==> src/rtl/go_pulse_gen_if.sv <==
// -----------------------------------------------------------------------------
// go_pulse_gen_if
// Groups the push-button input and the strobe/status outputs of go_pulse_gen.
//
// Signals
//   btn_in     raw push-button (asynchronous, active-high, may bounce)
//   go         one-cycle advance strobe
//   btn_level  debounced button level
//   busy       high while the button FSM is outside IDLE
//
// Modports
//   slave   : the go_pulse_gen block (samples btn_in, drives the outputs)
//   master  : the board side / controller (drives btn_in, observes the outputs)
// -----------------------------------------------------------------------------
interface go_pulse_gen_if;
   logic btn_in;
   logic go;
   logic btn_level;
   logic busy;

   modport slave (
      input  btn_in,
      output go,
      output btn_level,
      output busy
   );

   modport master (
      output btn_in,
      input  go,
      input  btn_level,
      input  busy
   );
endinterface

==> src/rtl/go_pulse_gen.sv <==
// -----------------------------------------------------------------------------
// go_pulse_gen
// Turns the raw board push-button into the single-cycle `go` strobe that
// advances the expression sequence. The button is synchronised (2 FF),
// debounced on both press and release, one-shot on the press and followed by
// a hold-off after release, so each physical press yields exactly one `go`
// and an LCD frame in progress is not cut short.
//
// Optional feature (macro AUTO_ADVANCE_EN): when defined, an idle counter
// issues an automatic `go` after AUTO_CYCLES idle cycles in IDLE. When not
// defined, no idle counter is built and AUTO_CYCLES is unused.
//
// Parameters
//   DEBOUNCE_CYCLES  stable samples needed to accept a press/release (>=2)
//   HOLDOFF_CYCLES   dead time after an accepted release (>=1)
//   AUTO_CYCLES      idle cycles before an automatic go (>=2)
//   CNT_W            counter width, must hold max(all of the above)-1
//
// Ports
//   clk   system clock
//   rst   synchronous, active-high reset
//   bus   go_pulse_gen_if.slave : btn_in in, go / btn_level / busy out
// -----------------------------------------------------------------------------
module go_pulse_gen #(
   parameter int DEBOUNCE_CYCLES = 1_000_000,
   parameter int HOLDOFF_CYCLES  = 5_000_000,
   parameter int AUTO_CYCLES     = 500_000_000,
   parameter int CNT_W           = 32
) (
   input  logic          clk,
   input  logic          rst,
   go_pulse_gen_if.slave bus
);

   // Elaboration-time range check on the timing parameters.
   if (DEBOUNCE_CYCLES < 2 || HOLDOFF_CYCLES < 1 || AUTO_CYCLES < 2) begin : g_param_check
      $fatal(1, "go_pulse_gen: timing parameter out of range");
   end

   localparam logic [CNT_W-1:0] DB_LAST = CNT_W'(DEBOUNCE_CYCLES - 1);
   localparam logic [CNT_W-1:0] HO_LAST = CNT_W'(HOLDOFF_CYCLES - 1);

   typedef enum logic [2:0] {
      ST_IDLE,
      ST_DB_PRESS,
      ST_PRESSED,
      ST_DB_RELEASE,
      ST_HOLDOFF
   } state_t;

   state_t            state_q, state_d;
   logic [CNT_W-1:0]  cnt_q, cnt_d;
   logic              sync1_q, sync1_d;
   logic              sync2_q, sync2_d;
   logic              go_q, go_d;
   logic              btn_level_q, btn_level_d;
   logic              busy_q, busy_d;
   logic              go_press;
   logic              go_auto;

   // Two-flop synchroniser; only sync2_q is seen by the FSM.
   always_comb begin
      sync1_d = bus.btn_in;
      sync2_d = sync1_q;
   end

   // Button FSM: next state, counter and press strobe.
   always_comb begin
      state_d  = state_q;
      cnt_d    = cnt_q;
      go_press = 1'b0;
      case (state_q)
         ST_IDLE: begin
            cnt_d = '0;
            if (sync2_q) begin
               state_d = ST_DB_PRESS;
               cnt_d   = CNT_W'(1);
            end
         end
         ST_DB_PRESS: begin
            if (!sync2_q) begin
               // Bounce: back to IDLE without a strobe.
               state_d = ST_IDLE;
               cnt_d   = '0;
            end else if (cnt_q == DB_LAST) begin
               state_d  = ST_PRESSED;
               cnt_d    = '0;
               go_press = 1'b1;
            end else begin
               cnt_d = cnt_q + CNT_W'(1);
            end
         end
         ST_PRESSED: begin
            cnt_d = '0;
            if (!sync2_q) begin
               state_d = ST_DB_RELEASE;
               cnt_d   = CNT_W'(1);
            end
         end
         ST_DB_RELEASE: begin
            if (sync2_q) begin
               // Release bounced; still pressed, no new strobe.
               state_d = ST_PRESSED;
               cnt_d   = '0;
            end else if (cnt_q == DB_LAST) begin
               state_d = ST_HOLDOFF;
               cnt_d   = '0;
            end else begin
               cnt_d = cnt_q + CNT_W'(1);
            end
         end
         ST_HOLDOFF: begin
            // Button ignored entirely while the hold-off runs.
            if (cnt_q == HO_LAST) begin
               state_d = ST_IDLE;
               cnt_d   = '0;
            end else begin
               cnt_d = cnt_q + CNT_W'(1);
            end
         end
         default: begin
            state_d = ST_IDLE;
            cnt_d   = '0;
         end
      endcase
   end

`ifdef AUTO_ADVANCE_EN
   localparam logic [CNT_W-1:0] AUTO_LAST = CNT_W'(AUTO_CYCLES - 1);

   logic [CNT_W-1:0] idle_cnt_q, idle_cnt_d;

   // Idle auto-advance: counts only while IDLE with the button released;
   // anything else clears the count. Auto and press strobes cannot both fire
   // on one edge (auto needs IDLE, press needs DB_PRESS), so go stays single.
   always_comb begin
      idle_cnt_d = '0;
      go_auto    = 1'b0;
      if (state_q == ST_IDLE && !sync2_q) begin
         if (idle_cnt_q == AUTO_LAST) begin
            go_auto = 1'b1;
         end else begin
            idle_cnt_d = idle_cnt_q + CNT_W'(1);
         end
      end
   end

   always_ff @(posedge clk) begin
      if (rst) begin
         idle_cnt_q <= '0;
      end else begin
         idle_cnt_q <= idle_cnt_d;
      end
   end
`else
   assign go_auto = 1'b0;
`endif

   // Registered outputs, derived from the state being entered.
   always_comb begin
      go_d        = go_press | go_auto;
      btn_level_d = (state_d == ST_PRESSED) || (state_d == ST_DB_RELEASE);
      busy_d      = (state_d != ST_IDLE);
   end

   always_ff @(posedge clk) begin
      if (rst) begin
         sync1_q     <= 1'b0;
         sync2_q     <= 1'b0;
         state_q     <= ST_IDLE;
         cnt_q       <= '0;
         go_q        <= 1'b0;
         btn_level_q <= 1'b0;
         busy_q      <= 1'b0;
      end else begin
         sync1_q     <= sync1_d;
         sync2_q     <= sync2_d;
         state_q     <= state_d;
         cnt_q       <= cnt_d;
         go_q        <= go_d;
         btn_level_q <= btn_level_d;
         busy_q      <= busy_d;
      end
   end

   assign bus.go        = go_q;
   assign bus.btn_level = btn_level_q;
   assign bus.busy      = busy_q;

endmodule

==> src/flat_wrapper.sv <==
// flat-port wrapper written by rule: the top's interface ports become plain ports
module go_pulse_gen_flat 
#(
   parameter int DEBOUNCE_CYCLES = 1_000_000,
   parameter int HOLDOFF_CYCLES  = 5_000_000,
   parameter int AUTO_CYCLES     = 500_000_000,
   parameter int CNT_W           = 32
)
  (clk, rst, bus_btn_in, bus_go, bus_btn_level, bus_busy);
  go_pulse_gen_if bus_i ();
  input  logic clk;
  input  logic rst;
  input wire logic [$bits(bus_i.btn_in)-1:0] bus_btn_in;
  output wire logic [$bits(bus_i.go)-1:0] bus_go;
  output wire logic [$bits(bus_i.btn_level)-1:0] bus_btn_level;
  output wire logic [$bits(bus_i.busy)-1:0] bus_busy;
  assign bus_i.btn_in = bus_btn_in;
  assign bus_go = bus_i.go;
  assign bus_btn_level = bus_i.btn_level;
  assign bus_busy = bus_i.busy;
  go_pulse_gen #(.DEBOUNCE_CYCLES(DEBOUNCE_CYCLES), .HOLDOFF_CYCLES(HOLDOFF_CYCLES), .AUTO_CYCLES(AUTO_CYCLES), .CNT_W(CNT_W)) u_core (.clk(clk), .rst(rst), .bus(bus_i));
endmodule
==> config.mk <==
export PLATFORM = sky130hd
export DESIGN_NAME = go_pulse_gen_flat
export DESIGN_NICKNAME = d
export VERILOG_FILES = /design/src/rtl/go_pulse_gen_if.sv /design/src/rtl/go_pulse_gen.sv /design/src/flat_wrapper.sv
export SDC_FILE = /design/constraint.sdc
export NUM_CORES = 1
export LEC_CHECK = 0
export CORE_MARGIN = 10
export CORE_UTILIZATION = 64
export CTS_BUF_LIST = sky130_fd_sc_hd__clkbuf_2 sky130_fd_sc_hd__clkbuf_4 sky130_fd_sc_hd__clkbuf_8
export DETAILED_ROUTE_END_ITERATION = 10
export PLACE_DENSITY = 0.95
export SETUP_SLACK_MARGIN = 0.05
export SLEW_MARGIN = 20
export SYNTH_ARGS = -nofsm -noshare
export SYNTH_HDL_FRONTEND = slang
export SYNTH_SLANG_ARGS = --single-unit
==> constraint.sdc <==
create_clock -name clk -period 2.4 [get_ports clk]
set_input_delay 0.48 -clock clk [delete_from_list [all_inputs] [get_ports clk]]
set_output_delay 0.48 -clock clk [all_outputs]
set_load 0.05 [all_outputs]
### Word-level counts from Yosys, hierarchy flattened

Cells that the tools add are included.

* add/sub/neg operators: 1
* eq/ne operators: 8
* multiplexer cells: 16
* bitwise logic cells: 2
* reductions and logical operators: 4

Operator list (count)
* $pmux W32 S5: 1
* $mux W32: 4
* $add A32 B1 Y32 const B: 1
* $eq A32 B20 Y1 const B: 1
* $eq A32 B23 Y1 const B: 1
* $mux W3: 7
* $pmux W3 S5: 1
* $eq A3 B2 Y1 const B: 4
* $eq A3 B1 Y1 const B: 1
* $eq A3 B3 Y1 const B: 1
* $logic_not A3 Y1: 1
* $mux W1: 3
* $reduce_bool A3 Y1: 1
* $reduce_or A3 Y1: 1
* $not A1 Y1: 2
* $logic_or A1 B1 Y1: 1

* flip-flop bits (word level): 40
* bits of input ports: 3
* logic and storage cells: 38

### Depth between registers and ports, before layout

Gate-level depths: netlist of the first run.

* word-level depth: 6
* mapped depth: 7
* depth with buffers taken out: 5

### Worst setup path after synthesis of the first run

No wires, ideal clock.

* kind: reg-to-reg
* from: register u_core.cnt_q[6]
* to: register u_core.cnt_q[29]
* arrival: 1.458 ns
* required time: 2.285 ns
* slack: 0.827 ns
* stages on the path, launching flop included: 8
* path buffers: 2
* clock period less this slack: 1.573 ns
* cells stage by stage: dfxtp_1 -> buf_6 -> nor4_2 -> nand3_1 -> o31ai_1 -> a221o_2 -> buf_6 -> nor2_1

* cells in the longest elaborated chain, start to end: 4
* elaborated cells between the ends (all ways): 8

Ends and longest elaborated chain
* start, declared: line go_pulse_gen.sv:52 `logic [CNT_W-1:0] cnt_q, cnt_d;`
* start signal, assigned: line go_pulse_gen.sv:179 `cnt_q <= cnt_d;`
* $add A32 B1 Y32 or $eq A32 B20 Y1 (tied branches)
* $mux W32: line go_pulse_gen.sv:85, go_pulse_gen.sv:105
* $mux W32 (on tied branches): line go_pulse_gen.sv:101, go_pulse_gen.sv:81
* $pmux W32 S5 (*): line go_pulse_gen.sv:72 `case (state_q)`

Mark *: on every way between the ends. The rest lies on a longest branch, timed or not.
A chain may end at the register's enable or synchronous reset.

### Final worst setup path of the first run

* from: register u_core.busy_q (netlist: u_core.bus.busy)
* to: output bus_busy

RTL lines
* start, declared: line go_pulse_gen.sv:57 `logic busy_q, busy_d;`
* start signal, assigned: line go_pulse_gen.sv:182 `busy_q <= busy_d;`
* end, declared: line flat_wrapper.sv:16 `output wire logic [$bits(bus_i.busy)-1:0] bus_busy;`

No word-level cell between the ends.

==> reports/metrics.csv, run 1 <==
stage,metric,value,unit
global_route,globalRoute.busiestLayer,met2,
drt,vias_per_cell,6.04,
placement,placed_cells,247,
timing,aggregate_negative_setup_slack,0,ns
setup_path,worst_setup_path_end_kind,output pin,
yosys,synthesis.yosys.warnings,0,
cells_and_area,num-fill-cells,210,
clock_network,cts_inserted_buffers,5,
yosys,ys_top_cells_by_area,"dfxtp_1 42%, xor2_1 8.3%, nor2_1 7.3%",
global_route,number_of_global_route_vias_before_repair,1424,
power,leakage,0.688,nW
placement,dp.final_hpwl,2.78,mm
setup_path,reg2reg_from,u_core.cnt_q[28],
global_route,first_pass_grt_wire_length,6.56,mm
placement,placed_cell_area,0.00196,mm2
power,power_switching,0.000242,W
setup_path,worst-setup-path-type,reg2out,
setup_path,worstPathMaxFanout,1,
timing,rsz0062_at_grt,false,
cells_and_area,num-nets-final,227,
power,p_per_area,643,mW/mm2
cells_and_area,layout-drive-gt1-share,8.04,%
drt,drc_errors,0,
clock_network,post_cts_hold_buffer_count,0,
setup_path,sort_of_element_at_the_start_of_the_critical_path,flop,
timing,relSlewSlack,66.9,%
clock_network,worstSkewPairLatency,0.38,ns
setup_path,cp_slowest_stage_delay,0.80,ns
global_route,gr-total-overflow,0,
drt,drt.antenna.violating_nets,0,
timing,tightestPinTransition,0.493,ns
clock_network,ctsRootBufferMaster,clkbuf_4,
setup_path,crit_chain,clkdlybuf4s50_1,
die,placementRows,19,
setup_path,crit_required,1.92,ns
cells_and_area,signed_area_change_from_the_synthesized_netlist_to_the_final_layout,9.65,%
clock_network,post-cts-setup-buffers,0,
clock_network,cts_tree,done,
drt,totalWireLength,3.80,mm
timing,finalClockSkew,0.0107,ns
global_route,met1_usage,19.2,%
power,vdd.ir_drop.worst,0.000517,V
setup_path,worst_path_dominant_cell_family,buffers and inverters,
flow_run,cap_violations,0,
clock_network,number_of_buffers_on_the_longest_clock_path,2,
drt,drt_first_pass_iters,4,
global_route,use_met3,6.25,%
status,run_status,"complete, no violations",
clock_network,clock-sinks,40,
global_route,grt_start_max_net_pins,33,
yosys,synth_enable_flop_cells,0,
setup_path,critical_path.slowest_cell,clkdlybuf4s50_1,
power,swShare,18.0,%
setup_path,crit_buf_inv,1,
yosys,async_flop_share,0,%
hold_path,hold_end,u_core.sync2_q,
hold_path,hold_path_class,reg2reg,
power,combinationalPowerShare,1.1,%
timing,hold_viol_final,0,
drt,via_count,1540,
setup_path,r2r_cells,6,
power,power.sequential.fraction,49.7,%
die,initial_standard_cell_utilization_of_the_core,68.0,%
yosys,synth-seq-area-share,42.0,%
timing,timing_max_transition_violations_final,0,
placement,gp_congestion,0.894,
die,core_region_area,0.00281,mm2
timing,clock.fmax,503,MHz
die,fp.dieArea,0.00556,mm2
yosys,mappedNetlistArea,0.00191,mm2
setup_path,worstReg2RegEnd,u_core.cnt_q[0],
clock_network,clkSlewWorstSetupHoldPaths,0.12,ns
global_route,met2_usage,23.1,%
clock_network,cts.repair.resized,0,
power,total_power,0.00134,W
yosys,synth_seq_cells,40,
power,p_int,0.00110,W
drt,drt_iter0_markers,188,
yosys,ys.flop_type,dfxtp_1,
global_route,grt_antenna_before_repair,0,
global_route,grtUsageTotal,15.3,%
timing,layout_worst_path_cycle_share,82.8,%
timing,finalCriticalPeriod,1.99,ns
power,pwr-share-clk,49.1,%
timing,final-setup-viol-count,0,
cells_and_area,post_layout_nonfiller_instances,255,
yosys,yosys.area.top_type,dfxtp_1,
setup_path,reg2reg_setup_slack,0.60,ns
drt,wire_per_inst,14.9,um
yosys,synth.lib_cells_used.distinct,36,
cells_and_area,antennaDiodeCount,0,
yosys,synthesis.nets,220,
clock_network,ctsHtreeMaxLevel,2,
die,dieWidth,74.6,um
die,die_height,74.6,um
yosys,synth_cells,216,
placement,numPortBuffers,5,
die,num_io_pins,6,
setup_path,arrival,1.51,ns
hold_path,holdPathStages,1,
yosys,yosysTopAreaCellShare,42.0,%
cells_and_area,layout.cell_area.non_filler,0.00209,mm2
hold_path,worstHoldStart,u_core.sync1_q,
yosys,synth.avg_cell_area,8.83,um2
final cells by class:
type | count | area (um2) | area share [%]
Multi-Input combinational cell | 168 | 1050 | 50.0
Tap cell | 31 | 38.8 | 1.86
Sequential cell | 40 | 801 | 38.3
Timing Repair Buffer | 6 | 70.1 | 3.35
Clock buffer | 5 | 37.5 | 1.80
Clock inverter | 3 | 90.1 | 4.31
Inverter | 2 | 7.51 | 0.359
per-stage QoR:
stage               util (%)  hold WS (ns)  setup slack [ns]
floorplan                  -         0.414             0.827
global placement        70.0         0.439             0.572
detailed placement      70.0         0.451             0.517
CTS                     74.5         0.468             0.397
global route            74.5         0.474             0.367
finish                  74.5         0.463             0.413
power by group through the flow:
stage | Combinational (W) | Clock, W | Sequential, W
2_1_floorplan | 0.00000671 | 0 | 0.000685
3_3_place_gp | 0.0000145 | 0 | 0.000684
3_5_place_dp | 0.0000152 | 0 | 0.000684
4_1_cts | 0.0000152 | 0.000667 | 0.000669
5_1_grt | 0.0000166 | 0.000696 | 0.000670
6_report | 0.0000151 | 0.000661 | 0.000669
routing by layer:
metal	wire length, um	up-vias	part of all wire [%]
li1	-	784	-
met1	1780	724	47
met2	1770	27	46
met3	209	5	5.5
met4	45	0	1.2
met5	0	-	0
worst max-delay path by stage:
stage                       end       startpoint  slack (ns)  cells past startpoint
2_1_floorplan  u_core.cnt_q[29]  u_core.cnt_q[6]        0.83                      7
3_3_place_gp    u_core.bus.busy              rst        0.57                      3
3_5_place_dp    u_core.bus.busy              rst        0.52                      3
4_1_cts                bus_busy  u_core.bus.busy        0.40                      1
5_1_grt                bus_busy  u_core.bus.busy        0.37                      1
6_report               bus_busy  u_core.bus.busy        0.41                      1
placed cells by master, fill, tap and decap left out, drive strengths merged:
| master | netlist | layout |
|---|---|---|
| a21o | 1 | 1 |
| a221o | 1 | 1 |
| a32oi | 1 | 1 |
| and2 | 6 | 6 |
| and3 | 6 | 6 |
| and4 | 4 | 4 |
| and4b | 1 | 1 |
| buf | 4 | 1 |
| bufinv | 0 | 3 |
| clkbuf | 2 | 5 |
| clkdlybuf4s50 | 0 | 5 |
| dfxtp | 40 | 40 |
| ha | 1 | 1 |
| inv | 2 | 2 |
| mux2i | 1 | 1 |
| nand2 | 15 | 15 |
| nand3 | 13 | 13 |
| nand3b | 1 | 1 |
| nand4 | 16 | 16 |
| nand4b | 1 | 1 |
| nor2 | 39 | 39 |
| nor2b | 3 | 3 |
| nor3 | 8 | 8 |
| nor3b | 1 | 1 |
| nor4 | 11 | 11 |
| nor4b | 1 | 1 |
| o21ai | 1 | 1 |
| o22ai | 1 | 1 |
| o31ai | 1 | 1 |
| or2 | 1 | 1 |
| or3 | 1 | 1 |
| or4b | 1 | 1 |
| xnor2 | 13 | 13 |
| xor2 | 18 | 18 |
cell families (layout without fill, tap and decap cells):
family	Yosys count	in the layout	share of synthesized area, %
AO/OA/AOI/OAI	6	6	2.43
XOR/XNOR	31	31	14.2
adder cells (fa/ha/maj)	1	1	0.656
buffers and inverters	8	16	3.15
flip-flops	40	40	42.0
multiplexers	1	1	0.525
AND/OR/NAND/NOR	129	129	37.0
flip-flops by register name (all words and copies together), names as in the netlist:
register / cells
u_core.bus.go: 1
u_core.cnt_q: 32
u_core.state_q: 3
u_core.bus.btn_level: 1
u_core.sync2_q: 1
u_core.bus.busy: 1
u_core.sync1_q: 1
cells in the mapped netlist (2+ instances only):
cell      instances
dfxtp_1          40
nor2_1           37
xor2_1           18
nand4_1          16
nand2_1          14
nand3_1          13
xnor2_1          13
nor3_1            8
nor4_1            8
and2_1            6
and3_1            6
and4_1            4
buf_6             4
nor2b_1           3
clkbuf_1          2
inv_1             2
nor2_2            2
nor4_2            2
(Power assumes the default switching activity.)
==> inputs of run 2 (changes only) <==
--- a/config.mk
+++ b/config.mk
@@ -6,10 +6,10 @@
 export NUM_CORES = 1
 export LEC_CHECK = 0
 export CORE_MARGIN = 10
-export CORE_UTILIZATION = 64
+export CORE_UTILIZATION = 57
 export CTS_BUF_LIST = sky130_fd_sc_hd__clkbuf_2 sky130_fd_sc_hd__clkbuf_4 sky130_fd_sc_hd__clkbuf_8
 export DETAILED_ROUTE_END_ITERATION = 10
-export PLACE_DENSITY = 0.95
+export PLACE_DENSITY = 0.9
 export SETUP_SLACK_MARGIN = 0.05
 export SLEW_MARGIN = 20
 export SYNTH_ARGS = -nofsm -noshare
==> constraint.sdc (replaced) <==
create_clock -name clk -period 1.7 [get_ports clk]
set_input_delay 0.34 -clock clk [delete_from_list [all_inputs] [get_ports clk]]
set_output_delay 0.34 -clock clk [all_outputs]
set_load 0.05 [all_outputs]
==> run 2 against run 1 <==
Largest cell class unchanged; power is 12% higher; design area is 20% higher; clock power is 20% lower; critical path depth is 4 higher; the flow now finishes with violations (negative setup slack); global-route usage is 2.1 points higher.
==> reports/metrics.csv, run 2 (same netlist as run 1, synthesis figures left out) <==
stage,metric,value,unit,change
timing,finalCriticalPeriod,1.91,ns,
setup_path,crit_buf_inv,0,,-1
hold_path,holdPathStages,1,,unchanged
setup_path,arrival,2.18,ns,+0.67 ns
power,leakage,0.916,nW,+33%
die,dieWidth,77.8,um,+4.4%
cells_and_area,mostFrequentLayoutCell,buf_4,,
hold_path,hold_path_class,reg2reg,,
global_route,grtUsageTotal,17.3,%,+2.1 points
power,combinationalPowerShare,1.9,%,+0.8 points
timing,setup_slack,-0.209,ns,-0.622 ns
setup_path,sort_of_element_at_the_start_of_the_critical_path,flop,,
die,core_region_area,0.00313,mm2,+12%
power,p_int,0.00115,W,+4.2%
timing,hold_viol_final,0,,unchanged
timing,tightestPinTransition,0.412,ns,-0.0808 ns
clock_network,ctsRootBufferMaster,clkbuf_4,,
cells_and_area,layout_top_registers,"u_core.cnt_q: 32 flops, u_core.state_q: 3 flops",,
power,power_switching,0.000353,W,+46%
setup_path,crit_chain,nor4b_4 -> nand4_1 -> nor4_4 -> mux2i_2 -> nor3_1,,
timing,finalClockSkew,0.0143,ns,+0.00352 ns
setup_path,worstPathMaxFanout,6,,+5
die,fp.dieArea,0.00606,mm2,+8.9%
timing,relSlewSlack,72.3,%,+5.4 points
power,p_per_area,599,mW/mm2,-6.9%
placement,gp_congestion,0.848,,-5.2%
clock_network,number_of_buffers_on_the_longest_clock_path,2,,unchanged
power,pwr-share-clk,35.3,%,-14 points
timing,final-setup-viol-count,38,,+38
drt,via_count,2022,,+31%
cells_and_area,num-fill-cells,181,,-14%
setup_path,r2r_cells,5,,-1
cells_and_area,largest_reg_flops,32,,unchanged
hold_path,worstHoldStart,u_core.sync1_q,,
drt,totalWireLength,6.18,mm,+63%
setup_path,worst_setup_path_end_kind,flop,,
die,placementRows,20,,+1
global_route,grt_antenna_before_repair,0,,unchanged
timing,timing_max_transition_violations_final,0,,unchanged
cells_and_area,num-nets-final,266,,+17%
drt,drt_first_pass_iters,5,,+1
cells_and_area,layout.cell_area.non_filler,0.00251,mm2,+20%
drt,vias_per_cell,6.59,,+9.1%
setup_path,worstReg2RegEnd,u_core.state_q[1],,
setup_path,worst-setup-path-type,reg2reg,,
die,die_height,77.8,um,+4.4%
timing,aggregate_negative_setup_slack,-3.09,ns,-3.09 ns
clock_network,clkSlewWorstSetupHoldPaths,0.13,ns,about the same
cells_and_area,largest-register,u_core.cnt_q,,
placement,numPortBuffers,5,,unchanged
power,swShare,23.5,%,+5.5 points
drt,drt_iter0_markers,300,,+60%
clock_network,ctsHtreeMaxLevel,2,,unchanged
setup_path,reg2reg_setup_slack,-0.21,ns,-0.81 ns
die,initial_standard_cell_utilization_of_the_core,61.0,%,-7.0 points
power,vdd.ir_drop.worst,0.000434,V,-16%
hold_path,hold_end,u_core.sync2_q,,
cells_and_area,layout-drive-gt1-share,35.4,%,+27 points
timing,hold_ws,0.466,ns,+0.00270 ns
flow_run,cap_violations,0,,unchanged
clock_network,cts_inserted_buffers,5,,unchanged
clock_network,post_cts_hold_buffer_count,0,,unchanged
setup_path,cp_slowest_stage_delay,0.44,ns,-0.36 ns
global_route,first_pass_grt_wire_length,8.51,mm,+30%
clock_network,worstSkewPairLatency,0.37,ns,about the same
setup_path,crit_required,1.97,ns,+0.05 ns
drt,drt.antenna.violating_nets,0,,unchanged
global_route,gr-total-overflow,0,,unchanged
clock_network,cts_tree,done,,
setup_path,reg2reg_from,u_core.cnt_q[8],,
status,violations_in_the_final_reports,negative setup slack,,
cells_and_area,layout_common_cells,"40 x buf_4, 29 x nor2_1, 28 x dfxtp_1, 17 x xor2_1, 16 x nand4_1",,
die,num_io_pins,6,,unchanged
placement,placed_cell_area,0.00219,mm2,+12%
timing,layout_worst_path_cycle_share,112,%,
cells_and_area,signed_area_change_from_the_synthesized_netlist_to_the_final_layout,31.5,%,
drt,wire_per_inst,20.1,um,+35%
cells_and_area,antennaDiodeCount,0,,unchanged
status,run_status,"complete, but fails checks",,
placement,dp.final_hpwl,3.21,mm,+15%
timing,clock.fmax,524,MHz,
clock_network,clock-sinks,40,,unchanged
timing,rsz0062_at_grt,true,,
global_route,number_of_global_route_vias_before_repair,1828,,+28%
setup_path,critical_path.slowest_cell,nor4_4,,
setup_path,worst_path_dominant_cell_family,simple AND/OR/NAND/NOR gates,,
cells_and_area,post_layout_nonfiller_instances,307,,+20%
global_route,grt_start_max_net_pins,13,,-61%
power,power.sequential.fraction,62.9,%,+13 points
drt,drc_errors,0,,unchanged
placement,placed_cells,291,,+18%
power,total_power,0.00150,W,+12%
[run 2: repair_timing]
item,CTS,global route
setup endpoints to repair,35,38
setup buffers,4,3
pin swaps,6,11
gates resized for setup,24,25
cloned,0,1
[run 2: layout make-up]
type	instances	area (um2)	area share [%]
multi-input cells	168	1210	48.3
flip-flops and latches	40	818	32.6
repair buffers	45	354	14.1
well taps	44	55.1	2.20
clock buffers	6	51.3	2.05
clock inverters	2	10.0	0.399
inverters	2	7.51	0.299
[run 2: metrics by stage]
stage	utilization, %	setup slack [ns]
2_1_floorplan	-	0.127
3_3_place_gp	70.1	-0.0386
3_5_place_dp	70.1	-0.0522
4_1_cts	76.2	0.0289
5_1_grt	80.2	-0.248
6_report	80.2	-0.209
[run 2: how the worst max path moves through the flow]
stage | slack (ns) | depth (start not counted) | startpoint | to
6_report | -0.21 | 5 | u_core.cnt_q[8] | u_core.state_q[1]
5_1_grt | -0.25 | 5 | u_core.cnt_q[8] | u_core.bus.btn_level
4_1_cts | 0.03 | 6 | u_core.cnt_q[10] | u_core.cnt_q[30]
3_5_place_dp | -0.05 | 6 | u_core.cnt_q[10] | u_core.cnt_q[27]
3_3_place_gp | -0.04 | 6 | u_core.cnt_q[24] | u_core.cnt_q[30]
2_1_floorplan | 0.13 | 7 | u_core.cnt_q[6] | u_core.cnt_q[29]
[run 2: metal layers]
metal / GRT usage [%] / routed length, um
met1: 18.2 / 2170
met2: 28.4 / 2960
met3: 4.72 / 613
met4: 14.2 / 431
met5: 0 / 0
[run 2: power groups by stage]
stage	Sequential (W)	Combinational (W)	Clock, W
after global routing	0.000945	0.0000290	0.000564
after global placement	0.000965	0.0000225	0
final	0.000944	0.0000278	0.000530
after floorplan	0.000967	0.00000947	0
after CTS	0.000944	0.0000239	0.000528
after detailed placement	0.000965	0.0000230	0
